<file path="src/rtl/mux_n_pipe.sv">
// Pipeline-stage N:1 source select with a stall/flush register, a valid bit that
// travels with the data, and sticky illegal-select tracking.
module mux_n_pipe #(
    parameter int              WIDTH     = 32,
    parameter int              NUM_SRC   = 4,
    parameter int              SEL_W     = 3,
    parameter logic [WIDTH-1:0] FLUSH_VAL = '0
) (
    input  logic                     clk,
    input  logic                     reset_n,
    input  logic [WIDTH*NUM_SRC-1:0] din,
    input  logic [SEL_W-1:0]         sel,
    input  logic                     in_valid,
    input  logic                     stall,
    input  logic                     flush,
    output logic [WIDTH-1:0]         dout,
    output logic                     out_valid,
    output logic [WIDTH-1:0]         dout_comb,
    output logic                     sel_err,
    output logic [7:0]               err_cnt
);

    generate
        if (NUM_SRC < 2 || NUM_SRC > 8) begin : g_bad_num_src
            $error("mux_n_pipe: NUM_SRC must be in the range 2..8");
        end
        if ((1 << SEL_W) < NUM_SRC) begin : g_bad_sel_w
            $error("mux_n_pipe: SEL_W too narrow to address NUM_SRC sources");
        end
    endgenerate

    logic             sel_legal;
    logic [WIDTH-1:0] dout_comb_w;
    logic [WIDTH-1:0] dout_d,      dout_q;
    logic             out_valid_d, out_valid_q;
    logic             sel_err_d,   sel_err_q;
    logic [7:0]       err_cnt_d,   err_cnt_q;

    assign sel_legal = (int'(sel) < NUM_SRC);

    // Out-of-range codes fall back to source 0 so the forwarding compare never sees X.
    always_comb begin
        dout_comb_w = din[WIDTH-1:0];
        for (int k = 0; k < NUM_SRC; k++) begin
            if (int'(sel) == k) begin
                dout_comb_w = din[k*WIDTH +: WIDTH];
            end
        end
    end

    always_comb begin
        dout_d      = dout_q;
        out_valid_d = out_valid_q;
        sel_err_d   = sel_err_q;
        err_cnt_d   = err_cnt_q;
        if (flush) begin
            dout_d      = FLUSH_VAL;
            out_valid_d = 1'b0;
        end else if (!stall) begin
            dout_d      = dout_comb_w;
            out_valid_d = in_valid;
            // Bubbles carry don't-care selects, so only real instructions count.
            if (in_valid && !sel_legal) begin
                sel_err_d = 1'b1;
                if (err_cnt_q != 8'hFF) begin
                    err_cnt_d = err_cnt_q + 8'd1;
                end
            end
        end
    end

    always_ff @(posedge clk or negedge reset_n) begin
        if (!reset_n) begin
            dout_q      <= FLUSH_VAL;
            out_valid_q <= 1'b0;
            sel_err_q   <= 1'b0;
            err_cnt_q   <= 8'd0;
        end else begin
            dout_q      <= dout_d;
            out_valid_q <= out_valid_d;
            sel_err_q   <= sel_err_d;
            err_cnt_q   <= err_cnt_d;
        end
    end

    assign dout      = dout_q;
    assign out_valid = out_valid_q;
    assign dout_comb = dout_comb_w;
    assign sel_err   = sel_err_q;
    assign err_cnt   = err_cnt_q;

endmodule

</file>
<file path="config.mk">
export PLATFORM = sky130hd
export DESIGN_NAME = mux_n_pipe
export DESIGN_NICKNAME = d
export VERILOG_FILES = /design/src/rtl/mux_n_pipe.sv
export SDC_FILE = /design/constraint.sdc
export NUM_CORES = 1
export LEC_CHECK = 0
export ABC_CLOCK_PERIOD_IN_PS = 2850
export BUFFER_PORTS_ARGS = -buffer_cell sky130_fd_sc_hd__buf_4
export CORE_ASPECT_RATIO = 0.75
export CORE_MARGIN = 2
export CORE_UTILIZATION = 46
export CTS_BUF_LIST = sky130_fd_sc_hd__clkbuf_2
export CTS_CLUSTER_SIZE = 25
export DETAILED_ROUTE_END_ITERATION = 6
export PLACE_DENSITY = 0.89
export SLEW_MARGIN = 40
export SYNTH_ARGS = -nofsm -noshare
export SYNTH_HDL_FRONTEND = slang
export SYNTH_SLANG_ARGS = --single-unit
</file>
<file path="constraint.sdc">
create_clock -name clk -period 2.85 [get_ports clk]
set_input_delay 0.57 -clock clk [delete_from_list [all_inputs] [get_ports clk]]
set_output_delay 0.57 -clock clk [all_outputs]
set_load 0.01 [all_outputs]
</file>
==> results of run 1 <==
## flip-flops by register name, indices dropped and copies added, names as in the netlist
name and flops:
dout 32, err_cnt 8, out_valid 1, sel_err 1
## worst max-delay path by stage
stage | endpoint | slack (ns) | cells after the start
3_3_place_gp | dout_comb[25] | 0.13 | 5
4_1_cts | dout_comb[2] | 0.25 | 7
2_1_floorplan | dout_comb[0] | 1.0 | 4
6_report | dout_comb[2] | 0.23 | 7
3_5_place_dp | dout_comb[2] | 0.26 | 7
5_1_grt | dout_comb[2] | 0.13 | 7
## report_power, final
group | internal [mW] | leakage [nW] | switching (mW)
sequential | 0.656 | 0.546 | 0.0611
combinational | 0.379 | 1.63 | 0.325
clock | 0.0640 | 0.0291 | 0.182
## cells in the final DEF, fill, tap and decap left out, types with 2 or more instances in the layout
master,synthesis,routed
mux2_2,2,2
buf_4,4,213
clkbuf_2,0,7
nand2_1,33,33
inv_1,2,2
buf_16,0,2
mux2_1,2,2
nor2b_1,17,16
a22oi_2,30,30
and2b_1,16,16
dfrtp_1,42,42
a311oi_1,32,32
a32oi_1,32,32
nor2_1,34,34
xnor2_1,3,3
nand3_1,2,2
a22oi_1,2,2
nand4_1,5,5
## worst register-to-register path, stage by stage, from the launching register on
cell and delay (ns):
dfrtp_1 0.48, ha_1 0.28, nand4_1 0.27, o21ai_2 0.24, mux2_2 0.35
## layer usage
layer / GRT usage / wire length (µm) / part of all wire
met5: 0 / 0 / 0
met4: 0.0955 / 249 / 0.024
met3: 0.0571 / 899 / 0.088
met1: 0.348 / 4000 / 0.39
met2: 0.457 / 5090 / 0.50
## kinds of logic after synthesis
kind of cell	count (synthesis)	share of synthesized area
buf+inv	34	0.0782
mux	5	0.0186
fa+ha+maj	1	0.00423
simple gates	115	0.197
compound gates	101	0.338
xor+xnor	3	0.00888
flops	42	0.355
## area by class of cell
type | instances | share of cell area
flip-flops and latches | 42 | 0.231
inverters | 3 | 0.00247
clock buffers | 7 | 0.00769
repair buffers | 216 | 0.367
multi-input cells | 225 | 0.369
well taps | 81 | 0.0222
## metrics by stage
| stage | hold slack (ns) | setup WS [ns] | cells |
|---|---|---|---|
| floorplan | 0.274 | 0.996 | 301 |
| global placement | 0.480 | 0.126 | 565 |
| detailed placement | 0.484 | 0.256 | 567 |
| CTS | 0.126 | 0.248 | 574 |
| global route | 0.128 | 0.127 | 574 |
| finish | 0.132 | 0.230 | 574 |
==> impl_metrics.ini, run 1 <==
[clock_network]
h-tree-depth = 2
hold_buffers = 0
clk_pin_slew_ns = 0.20
cts_buffers = 5
clock_sinks = 42
cts_root_buf = clkbuf_2
cts_setup_buffers = 0
clk_latency_ns = 0.38
cts_tree = yes
cts_repair_resize_count = 0
cts_buffer_depth = 2

[global_routing]
antenna_found_initial = 0
grt_pass1_wl_mm = 15.5
grt_use_total = 0.269
grt_pass1_vias = 3141
overflow = 0
grt_max_degree = 43

[worst_setup_path]
crit_path_start = sel[2]
cp_cell_sequence = buf_4 > buf_4 > inv_1 > buf_4 > a32oi_1 > nand2_1 > buf_4
critPathMaxFanout = 21
cp-end-kind = output pin
start_kind = input pin
crit_type = input pin to output pin
crit_path_frequent_cell = buf_4
crit_arrival_ns = 2.05
r2r_slack_ns = 1.15
slowest_delay_ns = 0.33
required_ns = 2.28
ff2ff_path_depth = 4
r2r-end = err_cnt[1]
crit_family = buffers and inverters
critPathSlowestCell = a32oi_1
cp_num_buf_inv = 5
reg2reg_from = err_cnt[0]

[yosys]
netlist_top_cells_count = 42 x dfrtp_1, 34 x nor2_1, 33 x nand2_1, 32 x a311oi_1, 32 x a32oi_1
synth-edff-count = 0
async_reset_ff_frac = 1.00
yosysMostFrequentCell = dfrtp_1
syn-num-nets = 438
yosys.area.top_type = dfrtp_1
synth.avg_cell_area_um2 = 9.83
synth.area.top_cells = dfrtp_1 36%, a22oi_2 13%, a311oi_1 9.5%
syn_inst = 301
ys_seq_area_frac = 0.355
ys_ff_latch = 42
yosys_warnings = 0
synth_top_area_share = 0.355
synthFlopType = dfrtp_1
synth_cell_type_count = 36
netlist_area_mm2 = 0.00296

[finish]
multiInputGateArea_mm2 = 0.00168
nFillCells = 456
finalInstanceArea_mm2 = 0.00456
drive_above_1_share = 0.531
areaGrowthSynthToFinish_pct = 54.0
regArea_mm2 = 0.00105
antenna_cells = 0
num-nets-final = 630
fin_util = 0.728

[flow_run]
drv_cap = 0

[sta]
min_period_ns = 2.62
min_period_over_period = 0.919
finalHoldViolCount = 0
slew_viol_final = 0
skew_ns = 0.00859
fmax_ghz = 0.382
tns_ns = 0
tightest_slew_ns = 0.647
rsz0062_at_grt = false
max_slew_margin = 0.569
setup_viol = 0

[detailed_routing]
drc = 0
route.detailed.wl_per_inst_um = 17.8
first_pass_iters = 4
drt_iter0_drc = 124
via_count = 3324
antenna_left = 0
wirelength_mm = 10.2
avgViaCountPerCell = 5.79

[power]
ir_drop_uv = 160
power_mw = 1.67
power.density_mw_per_mm2 = 366
leakagePower_nw = 2.21

[floorplanning]
die_h_um = 73.5
io_pins = 210
start_util = 0.473
die_area_mm2 = 0.00710
floorplan.rows = 25
die_x_um = 96.6
core_area_mm2 = 0.00626

[placed_design]
port-buffer-count = 209
placedInstanceArea_mm2 = 0.00452
hpwlAfterDp_mm = 7.58
routabilityCongestion = 0.912

[status]
status = finished clean

[min_path]
hold_path.class = input pin to async pin
Power figures use the tool's default switching activity.
==> run 2: changes to the inputs <==
--- a/config.mk
+++ b/config.mk
@@ -5,7 +5,7 @@
 export SDC_FILE = /design/constraint.sdc
 export NUM_CORES = 1
 export LEC_CHECK = 0
-export ABC_CLOCK_PERIOD_IN_PS = 2850
+export ABC_CLOCK_PERIOD_IN_PS = 3150
 export BUFFER_PORTS_ARGS = -buffer_cell sky130_fd_sc_hd__buf_4
 export CORE_ASPECT_RATIO = 0.75
 export CORE_MARGIN = 2
==> constraint.sdc (replaced) <==
create_clock -name clk -period 3.15 [get_ports clk]
set_input_delay 0.63 -clock clk [delete_from_list [all_inputs] [get_ports clk]]
set_output_delay 0.63 -clock clk [all_outputs]
set_load 0.02 [all_outputs]
==> run 2 against run 1 <==
- final cell count decreased by 0.35%
- sequential share of layout area is 0.20 points higher
- sequential power fell by 9.5%
- via count is 1.1% lower
- register-to-register slack improved by 0.31 ns
- power is 4.9% lower
- critical path type unchanged
- critical endpoint is now dout_comb[26]
- largest cell class unchanged
- largest power group is now combinational cells
- highest routed layer unchanged
==> impl_metrics.ini, run 2 (synthesis gave the netlist of run 1 again) <==
[status]
status = finished clean

[power]
seq_power_share = 0.409
pwr-share-comb = 0.446
leakagePower_nw = 2.19
switching_power_mw = 0.594
intPower_mw = 0.991
clockPowerShare = 0.144
swShare = 0.375
ir_drop_uv = 157
power.density_mw_per_mm2 = 351

[sta]
setup_viol = 0
tightest_slew_ns = 0.647
min_period_over_period = 0.897
rsz0062_at_grt = false
fmax_ghz = 0.354
skew_ns = 0.0166
min_period_ns = 2.83
slew_viol_final = 0
worst_slack_ns = 0.324
max_slew_margin = 0.569
tns_ns = 0
finalHoldViolCount = 0

[finish]
largest_reg_flops = 32
layout_commonest_cell = buf_4
areaGrowthSynthToFinish_pct = 52.6
num-nets-final = 628
antenna_cells = 0
nFillCells = 491
drive_above_1_share = 0.532
finalInstanceArea_mm2 = 0.00452
final_cell_mix = 212 x buf_4, 42 x dfrtp_1, 34 x nor2_1, 33 x nand2_1

[floorplanning]
die_area_mm2 = 0.00710
core_area_mm2 = 0.00626
die_x_um = 96.6
start_util = 0.473
die_h_um = 73.5
io_pins = 210
floorplan.rows = 25

[worst_setup_path]
crit_family = buffers and inverters
critPathSlowestCell = o21bai_4
cp_num_buf_inv = 5
cp_cell_sequence = buf_4 > buf_4 > o21bai_4 > buf_16 > buf_8 > a22oi_2 > nand2_1 > buf_4
r2r_slack_ns = 1.46
r2r-end = err_cnt[1]
crit_arrival_ns = 2.20
crit_path_frequent_cell = buf_4
ff2ff_path_depth = 4
slowest_delay_ns = 0.27
reg2reg_from = err_cnt[0]
cp-end-kind = output pin
start_kind = input pin
crit_type = input pin to output pin
required_ns = 2.52
critPathMaxFanout = 21

[clock_network]
cts_repair_resize_count = 0
cts_buffers = 5
hold_buffers = 0
clk_pin_slew_ns = 0.22
cts_tree = yes
clk_latency_ns = 0.39
clock_sinks = 42
cts_setup_buffers = 0
h-tree-depth = 2
cts_root_buf = clkbuf_2
cts_buffer_depth = 2

[detailed_routing]
drc = 0
routed.top_layer = met4
wl_met3_um = 913
antenna_left = 0
route.detailed.wl_per_inst_um = 17.9
wl_met2_mm = 5.24
avgViaCountPerCell = 5.75
drt_iter0_drc = 154
wirelength_mm = 10.3
wl_met1_mm = 4.00
first_pass_iters = 4
via_count = 3287

[flow_run]
drv_cap = 0

[placed_design]
dpl_worst_slack_ns = 0.322
placedInstanceArea_mm2 = 0.00448
hpwlAfterDp_mm = 7.61
port-buffer-count = 209
routabilityCongestion = 0.896

[global_routing]
overflow = 0
grt_pass1_wl_mm = 15.7
grt_pass1_vias = 3173
grt_use_total = 0.272
grt_max_degree = 43
antenna_found_initial = 0

[min_path]
hold_path.class = input pin to async pin
-- run 2: cell count changes in the layout (fill, tap and decap cells not counted), sizes merged --
cell  before  now
buf      216  214
-- run 2: layer usage --
metal | GRT usage | vias up
li1 | - | 1548
met1 | 0.328 | 1564
met2 | 0.498 | 164
met3 | 0.0571 | 11
met4 | 0.0861 | 0
met5 | 0 | -
-- run 2: cell type report --
class | count | area (µm²) | share of cell area
multi-input cells | 225 | 1680 | 0.373
repair buffers | 214 | 1630 | 0.362
flip-flops and latches | 42 | 1050 | 0.233
well taps | 81 | 101 | 0.0224
clock buffers | 7 | 35.0 | 0.00776
inverters | 3 | 11.3 | 0.00249
-- run 2: how the worst max path moves through the flow --
stage                start       endpoint  cells past startpoint
floorplan           sel[1]   dout_comb[0]                      4
global route        sel[2]  dout_comb[21]                      8
detailed placement  sel[2]  dout_comb[26]                      8
CTS                 sel[2]  dout_comb[26]                      8
finish              sel[2]  dout_comb[26]                      8
global placement    sel[0]  dout_comb[31]                      5
-- run 2: per-stage QoR --
step           utilization  hold slack [ns]  power, mW  std cells
5_1_grt              0.722            0.206       1.66        572
3_5_place_dp         0.716            0.481       1.36        565
3_3_place_gp         0.709            0.482       1.34        563
4_1_cts              0.722            0.177       1.60        572
2_1_floorplan            -            0.334       1.01        301
6_report             0.722            0.192       1.58        572
-- run 2: worst register-to-register path: stages, from the launching register on --
cell	delay, ns
dfrtp_1	0.48
ha_1	0.27
nand4_1	0.26
o21ai_2	0.24
mux2_2	0.36
-- run 2: power groups by stage --
stage                     Clock (mW)  Combinational [mW]  Sequential (mW)
after floorplan                    0               0.291            0.715
after global placement             0               0.684            0.654
after global routing           0.251               0.750            0.659
after CTS                      0.240               0.710            0.648
after detailed placement           0               0.708            0.656
final                          0.229               0.707            0.649
==> run 3: changes to the inputs <==
--- a/config.mk
+++ b/config.mk
@@ -9,11 +9,10 @@
 export BUFFER_PORTS_ARGS = -buffer_cell sky130_fd_sc_hd__buf_4
 export CORE_ASPECT_RATIO = 0.75
 export CORE_MARGIN = 2
-export CORE_UTILIZATION = 46
+export CORE_UTILIZATION = 25
 export CTS_BUF_LIST = sky130_fd_sc_hd__clkbuf_2
 export CTS_CLUSTER_SIZE = 25
 export DETAILED_ROUTE_END_ITERATION = 6
-export PLACE_DENSITY = 0.89
 export SLEW_MARGIN = 40
 export SYNTH_ARGS = -nofsm -noshare
 export SYNTH_HDL_FRONTEND = slang
==> run 3 against run 2 <==
- combinational power about the same
- power increased by 0.76%
- wire length rose by 13%
==> impl_metrics.ini, run 3 (synthesis gave the netlist of run 1 again) <==
[status]
status = finished clean

[detailed_routing]
antenna_left = 0
drc = 0
first_pass_iters = 4
avgViaCountPerCell = 4.97
route.detailed.wl_per_inst_um = 17.6
via_count = 3268
wirelength_mm = 11.6
drt_iter0_drc = 191

[floorplanning]
floorplan.rows = 34
start_util = 0.256
die_x_um = 130
io_pins = 210
die_area_mm2 = 0.0127
die_h_um = 98.2
core_area_mm2 = 0.0116

[worst_setup_path]
cp-end-kind = output pin
crit_arrival_ns = 2.11
ff2ff_path_depth = 4
start_kind = input pin
r2r_slack_ns = 1.40
required_ns = 2.52
critPathMaxFanout = 17
crit_type = input pin to output pin

[sta]
slew_viol_final = 0
setup_viol = 0
rsz0062_at_grt = false
finalHoldViolCount = 0
tightest_slew_ns = 0.712
min_period_ns = 2.74
skew_ns = 0.0140
min_period_over_period = 0.869
fmax_ghz = 0.365
tns_ns = 0
max_slew_margin = 0.523

[power]
switching_power_mw = 0.614
power_mw = 1.60
seq_power_share = 0.408
ir_drop_uv = 126
swShare = 0.384
pwr-share-comb = 0.444
clockPowerShare = 0.149
power.density_mw_per_mm2 = 346
intPower_mw = 0.983
leakagePower_nw = 2.19

[finish]
drive_above_1_share = 0.530
num-nets-final = 630
instances_no_fill = 657
areaGrowthSynthToFinish_pct = 56.2
final_cell_mix = 215 x buf_4, 42 x dfrtp_1, 34 x nor2_1, 33 x nand2_1
finalInstanceArea_mm2 = 0.00462
layout_commonest_cell = buf_4
largest_reg_flops = 32
fin_util = 0.399

[global_routing]
grt_pass1_vias = 3296
overflow = 0
grt_use_total = 0.176
grt_pass1_wl_mm = 17.8
grt_max_degree = 43
antenna_found_initial = 0

[clock_network]
cts_buffers = 5
cts_setup_buffers = 0
h-tree-depth = 2
clk_latency_ns = 0.42
hold_buffers = 0
cts_buffer_depth = 2
cts_tree = yes
cts_root_buf = clkbuf_2
clk_pin_slew_ns = 0.24
clock_sinks = 42
cts_repair_resize_count = 0

[placed_design]
port-buffer-count = 209
placedInstanceArea_mm2 = 0.00458
hpwlAfterDp_mm = 8.83
routabilityCongestion = 0.827
dpl.cell_count = 648

[flow_run]
drv_cap = 0

[min_path]
hold_path.class = input pin to async pin
==> run 3: changes by cell type in the layout (fill, tap and decap cells not counted) <==
cell	delta
diode_2	+1
clkinvlp_4	+1
inv_2	-1
inv_1	+1
clkinv_1	+1
clkbuf_2	-2
buf_16	-1
buf_4	+3
clkinv_2	+1
==> run 3: final cells by class <==
| class | instances | area [µm²] |
|---|---|---|
| sequential | 42 | 1050 |
| clock inverter | 3 | 16.3 |
| antenna | 1 | 2.50 |
| fill | 1186 | 6950 |
| multi-input combinational | 225 | 1680 |
| timing repair buffer | 216 | 1630 |
| inverter | 3 | 11.3 |
| clock buffer | 5 | 25.0 |
| tap | 162 | 203 |
==> run 3: per-stage QoR <==
stage                     setup slack [ns]  hold WS (ns)
after floorplan                       1.12         0.334
after global placement               0.288         0.474
after detailed placement             0.372         0.456
after CTS                            0.370         0.122
after global routing                 0.265         0.140
final                                0.411         0.147
==> run 3: worst paths after layout <==
kind,start,end
setup reg to reg,err_cnt[1],err_cnt[1]
hold reg to reg,sel_err,sel_err
min in group clk,in_valid,out_valid
setup / recovery,sel[1],dout_comb[26]
max in group asynchronous,reset_n,dout[9]
hold / removal,reset_n,dout[27]
==> run 3: power groups by stage <==
stage | Clock [mW] | Sequential, mW | Combinational (mW)
final | 0.237 | 0.651 | 0.708
after global routing | 0.286 | 0.661 | 0.762
after CTS | 0.263 | 0.651 | 0.715
after detailed placement | 0 | 0.660 | 0.714
after global placement | 0 | 0.658 | 0.704
after floorplan | 0 | 0.715 | 0.291
==> run 3: critical path, stage by stage <==
cell,delay [ns]
buf_4,0.11
nor2b_2,0.60
buf_4,0.38
a32oi_1,0.14
nand2_1,0.10
buf_4,0.14
==> run 3: metal layers <==
layer,global-route usage,vias up,share of wire
li1,-,1550,-
met1,0.241,1547,0.44
met2,0.287,161,0.47
met3,0.0460,10,0.084
met4,0.0248,0,0.0060
met5,0,-,0
